### src/rtl/bcd2bin_pkg.sv
// Shared definitions for the BCD to binary converter.
//   W_DEF     : default binary result width (also the shift count)
//   DIGIT_MAX : largest legal BCD digit value
//   state_t   : converter FSM states
package bcd2bin_pkg;

    localparam int         W_DEF     = 9;
    localparam logic [3:0] DIGIT_MAX = 4'd9;

    typedef enum logic {
        IDLE  = 1'b0,
        SHIFT = 1'b1
    } state_t;

    // True when a 4-bit value is not a legal BCD digit
    function automatic logic bad_digit(input logic [3:0] d);
        return d > DIGIT_MAX;
    endfunction

endpackage

### src/rtl/bcd2bin_sub_3_digit.sv
// Reverse double-dabble correction cell: one BCD digit after a right shift.
// A digit that is >= 8 has received a bit worth 10 from the digit above, where
// it should be worth 5. Subtracting 3 puts it back into BCD form.
//   din  : shifted digit
//   dout : corrected digit (din >= 8 ? din - 3 : din), 4-bit wrap, no borrow
module sub_3_digit (
    input  logic [3:0] din,
    output logic [3:0] dout
);

    always_comb begin
        dout = din;
        if (din[3]) dout = din - 4'd3;
    end

endmodule

### src/rtl/bcd2bin.sv
// Sequential 3-digit BCD to W-bit binary converter (reverse double dabble).
// One request at a time through a start/busy/done handshake.
//   clk   : system clock, rising edge
//   rst   : synchronous reset, active-high
//   start : request pulse, sampled only while idle
//   H/T/O : hundreds / tens / ones BCD digits
//   busy  : conversion in progress
//   done  : one-cycle pulse when A and err are valid
//   err   : last request had an illegal digit or did not fit in W bits
//   A     : binary result (0 whenever err is set)
module bcd2bin
    import bcd2bin_pkg::*;
#(
    parameter int W  = W_DEF,
    parameter int CW = 4
) (
    input  logic         clk,
    input  logic         rst,
    input  logic         start,
    input  logic [3:0]   H,
    input  logic [3:0]   T,
    input  logic [3:0]   O,
    output logic         busy,
    output logic         done,
    output logic         err,
    output logic [W-1:0] A
);

    state_t          state, state_nx;
    logic [11:0]     bcd, bcd_nx;
    logic [W-1:0]    bin, bin_nx;
    logic [CW-1:0]   cnt, cnt_nx;
    logic            done_nx, err_nx;
    logic [W-1:0]    a_nx;

    // One shift step: the lsb of the BCD register falls into the top of bin
    logic [11+W:0]   sh;
    logic [11:0]     bcd_sh, bcd_cor;
    logic [W-1:0]    bin_sh;

    assign sh     = {bcd, bin} >> 1;
    assign bcd_sh = sh[11+W:W];
    assign bin_sh = sh[W-1:0];

    // All three digits are corrected in parallel; no borrow between digits
    genvar g;
    generate
        for (g = 0; g < 3; g++) begin : g_dig
            sub_3_digit u_sub (
                .din  (bcd_sh[4*g +: 4]),
                .dout (bcd_cor[4*g +: 4])
            );
        end
    endgenerate

    assign busy = (state == SHIFT);

    always_comb begin
        state_nx = state;
        bcd_nx   = bcd;
        bin_nx   = bin;
        cnt_nx   = cnt;
        done_nx  = 1'b0;
        err_nx   = err;
        a_nx     = A;
        case (state)
            IDLE: begin
                if (start) begin
                    bcd_nx = {H, T, O};
                    bin_nx = '0;
                    cnt_nx = '0;
                    err_nx = 1'b0;
                    if (bad_digit(H) || bad_digit(T) || bad_digit(O)) begin
                        // Rejected immediately; never enters SHIFT
                        done_nx = 1'b1;
                        err_nx  = 1'b1;
                        a_nx    = '0;
                    end else begin
                        state_nx = SHIFT;
                    end
                end
            end
            SHIFT: begin
                bcd_nx = bcd_cor;
                bin_nx = bin_sh;
                cnt_nx = cnt + 1'b1;
                if (cnt == CW'(W - 1)) begin
                    state_nx = IDLE;
                    done_nx  = 1'b1;
                    // Anything left in the BCD register is value >> W: overflow
                    if (bcd_cor != 12'd0) begin
                        err_nx = 1'b1;
                        a_nx   = '0;
                    end else begin
                        a_nx   = bin_sh;
                    end
                end
            end
            default: state_nx = IDLE;
        endcase
    end

    always_ff @(posedge clk) begin
        if (rst) begin
            state <= IDLE;
            bcd   <= '0;
            bin   <= '0;
            cnt   <= '0;
            done  <= 1'b0;
            err   <= 1'b0;
            A     <= '0;
        end else begin
            state <= state_nx;
            bcd   <= bcd_nx;
            bin   <= bin_nx;
            cnt   <= cnt_nx;
            done  <= done_nx;
            err   <= err_nx;
            A     <= a_nx;
        end
    end

endmodule

### config.mk
export PLATFORM = sky130hd
export DESIGN_NAME = bcd2bin
export DESIGN_NICKNAME = d
export VERILOG_FILES = /design/src/rtl/bcd2bin_pkg.sv /design/src/rtl/bcd2bin_sub_3_digit.sv /design/src/rtl/bcd2bin.sv
export SDC_FILE = /design/constraint.sdc
export NUM_CORES = 1
export LEC_CHECK = 0
export BUFFER_PORTS_ARGS = -buffer_cell sky130_fd_sc_hd__clkbuf_2
export CELL_PAD_IN_SITES_DETAIL_PLACEMENT = 1
export CELL_PAD_IN_SITES_GLOBAL_PLACEMENT = 1
export CORE_MARGIN = 2
export CORE_UTILIZATION = 30
export DETAILED_ROUTE_END_ITERATION = 8
export PLACE_DENSITY = 0.56
export SLEW_MARGIN = 20
export SYNTH_ARGS = -nofsm -noshare
export SYNTH_HDL_FRONTEND = slang
export SYNTH_SLANG_ARGS = --single-unit
### constraint.sdc
create_clock -name clk -period 3.77 [get_ports clk]
set_input_delay 0.5655 -clock clk [delete_from_list [all_inputs] [get_ports clk]]
set_output_delay 0.5655 -clock clk [all_outputs]
set_load 0.05 [all_outputs]
Word-level counts from Yosys, hierarchy flattened
Cells that the tools add are included.

Bits in registers: 37. Input bits: 15. Output and inout bits: 12. Word-level logic and storage cells: 49.

Reductions and logical operators: 5. Magnitude comparators: 3. Add/subtract/negate cells: 3. Equal/unequal tests: 5. Multiplexer cells: 25. Bitwise logic cells: 1.

Operators with widths (count): 9-bit two-way mux (5); 9-bit case mux with 2 select lines (2); 12-bit case mux with 2 select lines (1); 4-bit > comparator, second input constant (3); 12-bit two-way mux (1); 4-bit two-way mux (3); 12-bit nonzero test (1); 1-bit two-way mux (9); 4-bit case mux with 2 select lines (1); 4-bit by 2-bit subtractor with 4-bit output, second input constant (2); 1-bit case mux with 2 select lines (3); 3-bit AND reduction (2); 4-bit by 1-bit adder with 4-bit output, second input constant (1); 4-bit equality test, second input constant (1); 2-bit by 1-bit inequality test with 1-bit output, second input constant (2); 2-bit inequality test, second input constant (2); 1-bit logical OR (2); 1-bit NOT (1).

Logic depth before layout (Yosys ltp)
Depth in word-level cells: 6. Depth in mapped cells: 7. Mapped depth without buffers: 6.

Cells and area by module
A second synthesis with hierarchy kept.

Cell total of the unflattened synthesis: 213. Area, all modules: 1826.8 um^2.

By module, submodules not included: bcd2bin (sequential area each 720.7 um^2, cells an instance 192, area an instance 1639.1 um^2, times used 1); sub_3_digit (sequential area each 0.0 um^2, cells an instance 7, area an instance 62.6 um^2, times used 3).

Least setup slack after synthesis
No wires, ideal clock.

Path kind: register -> register. From: register state (netlist: busy). To: register A[0]. Period minus slack after synthesis: 1.897 ns. Path buffers: 1. Required time: 3.674 ns. Stages on the path, launching flop included: 6. Arrival time: 1.801 ns. Setup slack: 1.873 ns. Library setup time: 0.096 ns. Path through: dfxtp_1 inv_2 and4_1 or2_2 clkbuf_1 o41ai_2.

Word-level cells in the longest chain between the ends: 3. Elaborated cells on any way between the ends: 6. Those cells by class: 3 x eq/ne; 1 x mux; 1 x bitwise; 1 x reduce/logical.

RTL lines: from (decl) (RTL line bcd2bin.sv:29) `state_t state, state_nx;`; from (signal assigned) (RTL line bcd2bin.sv:113) `state <= state_nx;`; 1-bit NOT; 2-bit inequality test (no source line); 3-bit AND reduction (no source line); to (signal assigned) (RTL line bcd2bin.sv:119) `A <= a_nx;`; to (decl) (RTL line bcd2bin.sv:26) `output logic [W-1:0] A`.

Parallel ways exist; a longest one is shown, timed or not. A chain may end at the register's enable or synchronous reset.

Worst setup path after layout
From: register state (netlist: busy). To: register A[7].

The elaborated chain is that of the path after synthesis.

==> results.yml <==
setup_path:
  critPathArrivalTime_ps: 2330
  path_buf_inv: 2
  critPathTopFamily: "simple AND/OR/NAND/NOR gates"
  crit_required_ps: 3960
  max_stage_delay_ps: 490
  crit_type: "flip-flop to flip-flop"
  cp_slowest_cell: "or2_2"
  cp_max_fo: 49
  start_kind: "flip-flop"
  crit_path_cell_trace: "buf_4 -> inv_2 -> and4_1 -> or2_2 -> o41ai_2"
  crit_path_end_kind: "flip-flop"
pwr:
  power_frac_comb_pct: 14.1
  powerDensity_nw_per_um2: 420
  pwr-share-clk_pct: 39.0
  p_int_mw: 0.634
  peakVddDrop_uv: 201
  p_seq_share_pct: 46.8
  switching_share_pct: 27.1
  p_sw_mw: 0.236
  p_leak_nw: 0.795
logic_synthesis:
  ys_seq_area_share_pct: 40.1
  synth_fp_nets: 212
  syn_area_per_cell_um2: 9.31
  synth_ff_type: "dfxtp_1"
  async_flop_share_pct: 0
  yosysUniqueCellTypes: 37
  syn_inst: 193
  ys_warn_count: 0
  synth-seq-cells: 36
  synth_edf_count: 0
  netlist_area_um2: 1800
timing:
  worstMarginPinSlew_ps: 889
  drv_slew: 0
  fin_setup_tns_ps: 0
  clock.fmax_ghz: 0.466
  finalSetupViolations: 0
  rsz0062_at_grt: "no"
  fin_crit_ps: 2140
  clock_skew_ps: 9.53
  max-slew-margin-rel_pct: 40.8
  final.period_utilization_pct: 56.9
  hold_viol_final: 0
die:
  dieArea_um2: 6620
  die_x_um: 81.4
  rows: 28
  ios: 27
  start_util_pct: 30.7
  coreArea_um2: 5850
  die_y_um: 81.4
clock_network:
  insertion_delay_ps: 290
  h-tree-depth: 2
  cts_resized: 0
  root_buffer: "clkbuf_8"
  tritoncts: "built"
  hold_buffers: 0
  clkTransAtPathRegs_ps: 80
  cts_sinks: 36
  clk_path_buf_depth: 2
  cts_made_buffers: 5
  cts_setup_buffers: 0
min_path:
  hold_path_class: "flip-flop to flip-flop"
routing:
  wire_per_inst_um: 15.0
  routed_wl_mm: 4.35
  drc: 0
  vias: 1499
  drtIter0Drc: 84
  firstDrtPassIters: 4
  postRouteAntennaNets: 0
  vias_per_cell: 5.17
cells_and_area:
  final_nets: 233
  drive_above_1_share_pct: 24.7
  diodes: 0
  syn2layout_area_growth_pct: 15.3
  final_core_util_pct: 35.4
global_route:
  grt_pass1_wl_mm: 7.45
  grt_use_total_pct: 14.9
  overflow: 0
  grt_max_degree: 50
  grt_pass1_vias: 1497
  antenna_found_initial: 0
placed_design:
  hpwl_mm: 2.87
  finalWeightedCongestion: 0.684
  port-buffer-count: 26
status:
  status: "complete, no violations"
run:
  drv_cap: 0
## power by group through the flow
stage / logic (mW) / clock network, mW / registers, mW
2_1_floorplan: 0.0863 / 0 / 0.423
3_3_place_gp: 0.124 / 0 / 0.417
3_5_place_dp: 0.124 / 0 / 0.416
4_1_cts: 0.125 / 0.351 / 0.408
5_1_grt: 0.139 / 0.370 / 0.410
6_report: 0.123 / 0.339 / 0.408
## sequential cells by signal (all words and copies together), names as in the netlist
signal and cells:
cnt 4, busy 1, bin 8, A 9, bcd 12, done 1, err 1
## worst min-delay path: stages (launching register included)
cell and delay (ps):
dfxtp_1 330, a21oi_1 60, nor2_1 70
## placed cells by master (no fill, tap or decap), drive strengths merged
master,instances
dfxtp,36
clkbuf,32
nor2,21
a21oi,15
a211oi,15
inv,13
nor3,12
o211ai,9
o41ai,9
mux2i,8
nor2b,8
o21ai,7
xnor2,4
ha,4
buf,3
and4,2
nand2,2
a31oi,2
clkinv,2
a41oi,1
nor3b,1
and4b,1
or2,1
a21o,1
or4,1
and2,1
nand4,1
nand3b,1
a32o,1
bufinv,1
## per-stage QoR
| stage | instances | area, um^2 | setup WS [ps] | total power, mW | hold WS (ps) |
|---|---|---|---|---|---|
| finish | 290 | 2070 | 1630 | 0.870 | 491 |
| floorplan | 193 | 1800 | 1870 | 0.510 | 457 |
| global route | 290 | 2070 | 1450 | 0.919 | 516 |
| global placement | 282 | 1960 | 1440 | 0.541 | 475 |
| detailed placement | 282 | 1960 | 1430 | 0.541 | 483 |
| CTS | 290 | 2070 | 1580 | 0.884 | 498 |
## layer usage
| layer | global-route usage (%) | vias up | part of all wire [%] |
|---|---|---|---|
| met4 | 5.08 | 0 | 1.2 |
| met2 | 24.3 | 16 | 46 |
| li1 | - | 742 | - |
| met1 | 19.2 | 735 | 50 |
| met3 | 3.33 | 6 | 2.8 |
| met5 | 0 | - | 0 |
## worst paths after layout
path / startpoint / end / slack, ps / depth (start not counted)
worst max-delay path: busy$_SDFF_PP0_ / A[7]$_SDFFE_PP0P_ / 1630 / 5
worst min-delay path: bin[3]$_SDFFE_PP0P_ / bin[2]$_SDFFE_PP0P_ / 490 / 2
worst max register to register: busy$_SDFF_PP0_ / A[7]$_SDFFE_PP0P_ / 1630 / 5
worst min register to register: bin[3]$_SDFFE_PP0P_ / bin[2]$_SDFFE_PP0P_ / 490 / 2
## cell usage after synthesis, types with 2 or more instances
cell      number  area [um^2]
dfxtp_1       36          721
nor2_1        21         78.8
a21oi_1       15         75.1
a211oi_1      14          105
inv_1         12         45.0
nor3_1        11         55.1
o211ai_1       9         67.6
o41ai_2        9          146
clkbuf_1       8         30.0
mux2i_1        8         80.1
nor2b_1        8         50.1
o21ai_0        6         30.0
ha_1           4         50.1
xnor2_1        4         35.0
buf_1          3         11.3
a31oi_1        2         12.5
and4_1         2         17.5
nand2_1        2         7.51
## area by class of cell
class	instances	area [um^2]
multi-input cells	128	945
flip-flops and latches	36	721
fillers	709	3780
clock inverters	2	35.0
well taps	75	93.8
repair buffers	29	153
inverters	14	52.6
clock buffers	6	72.6
## logic make-up after synthesis
kind of cell             synth area share (%)
buffers and inverters                    7.31
XOR/XNOR                                 1.95
multiplexers                             4.46
flip-flops                               40.1
AND/OR/NAND/NOR                          16.2
adder cells (fa/ha/maj)                  2.79
AO/OA/AOI/OAI                            27.2
No activity file was read; power rests on OpenSTA's default activity.
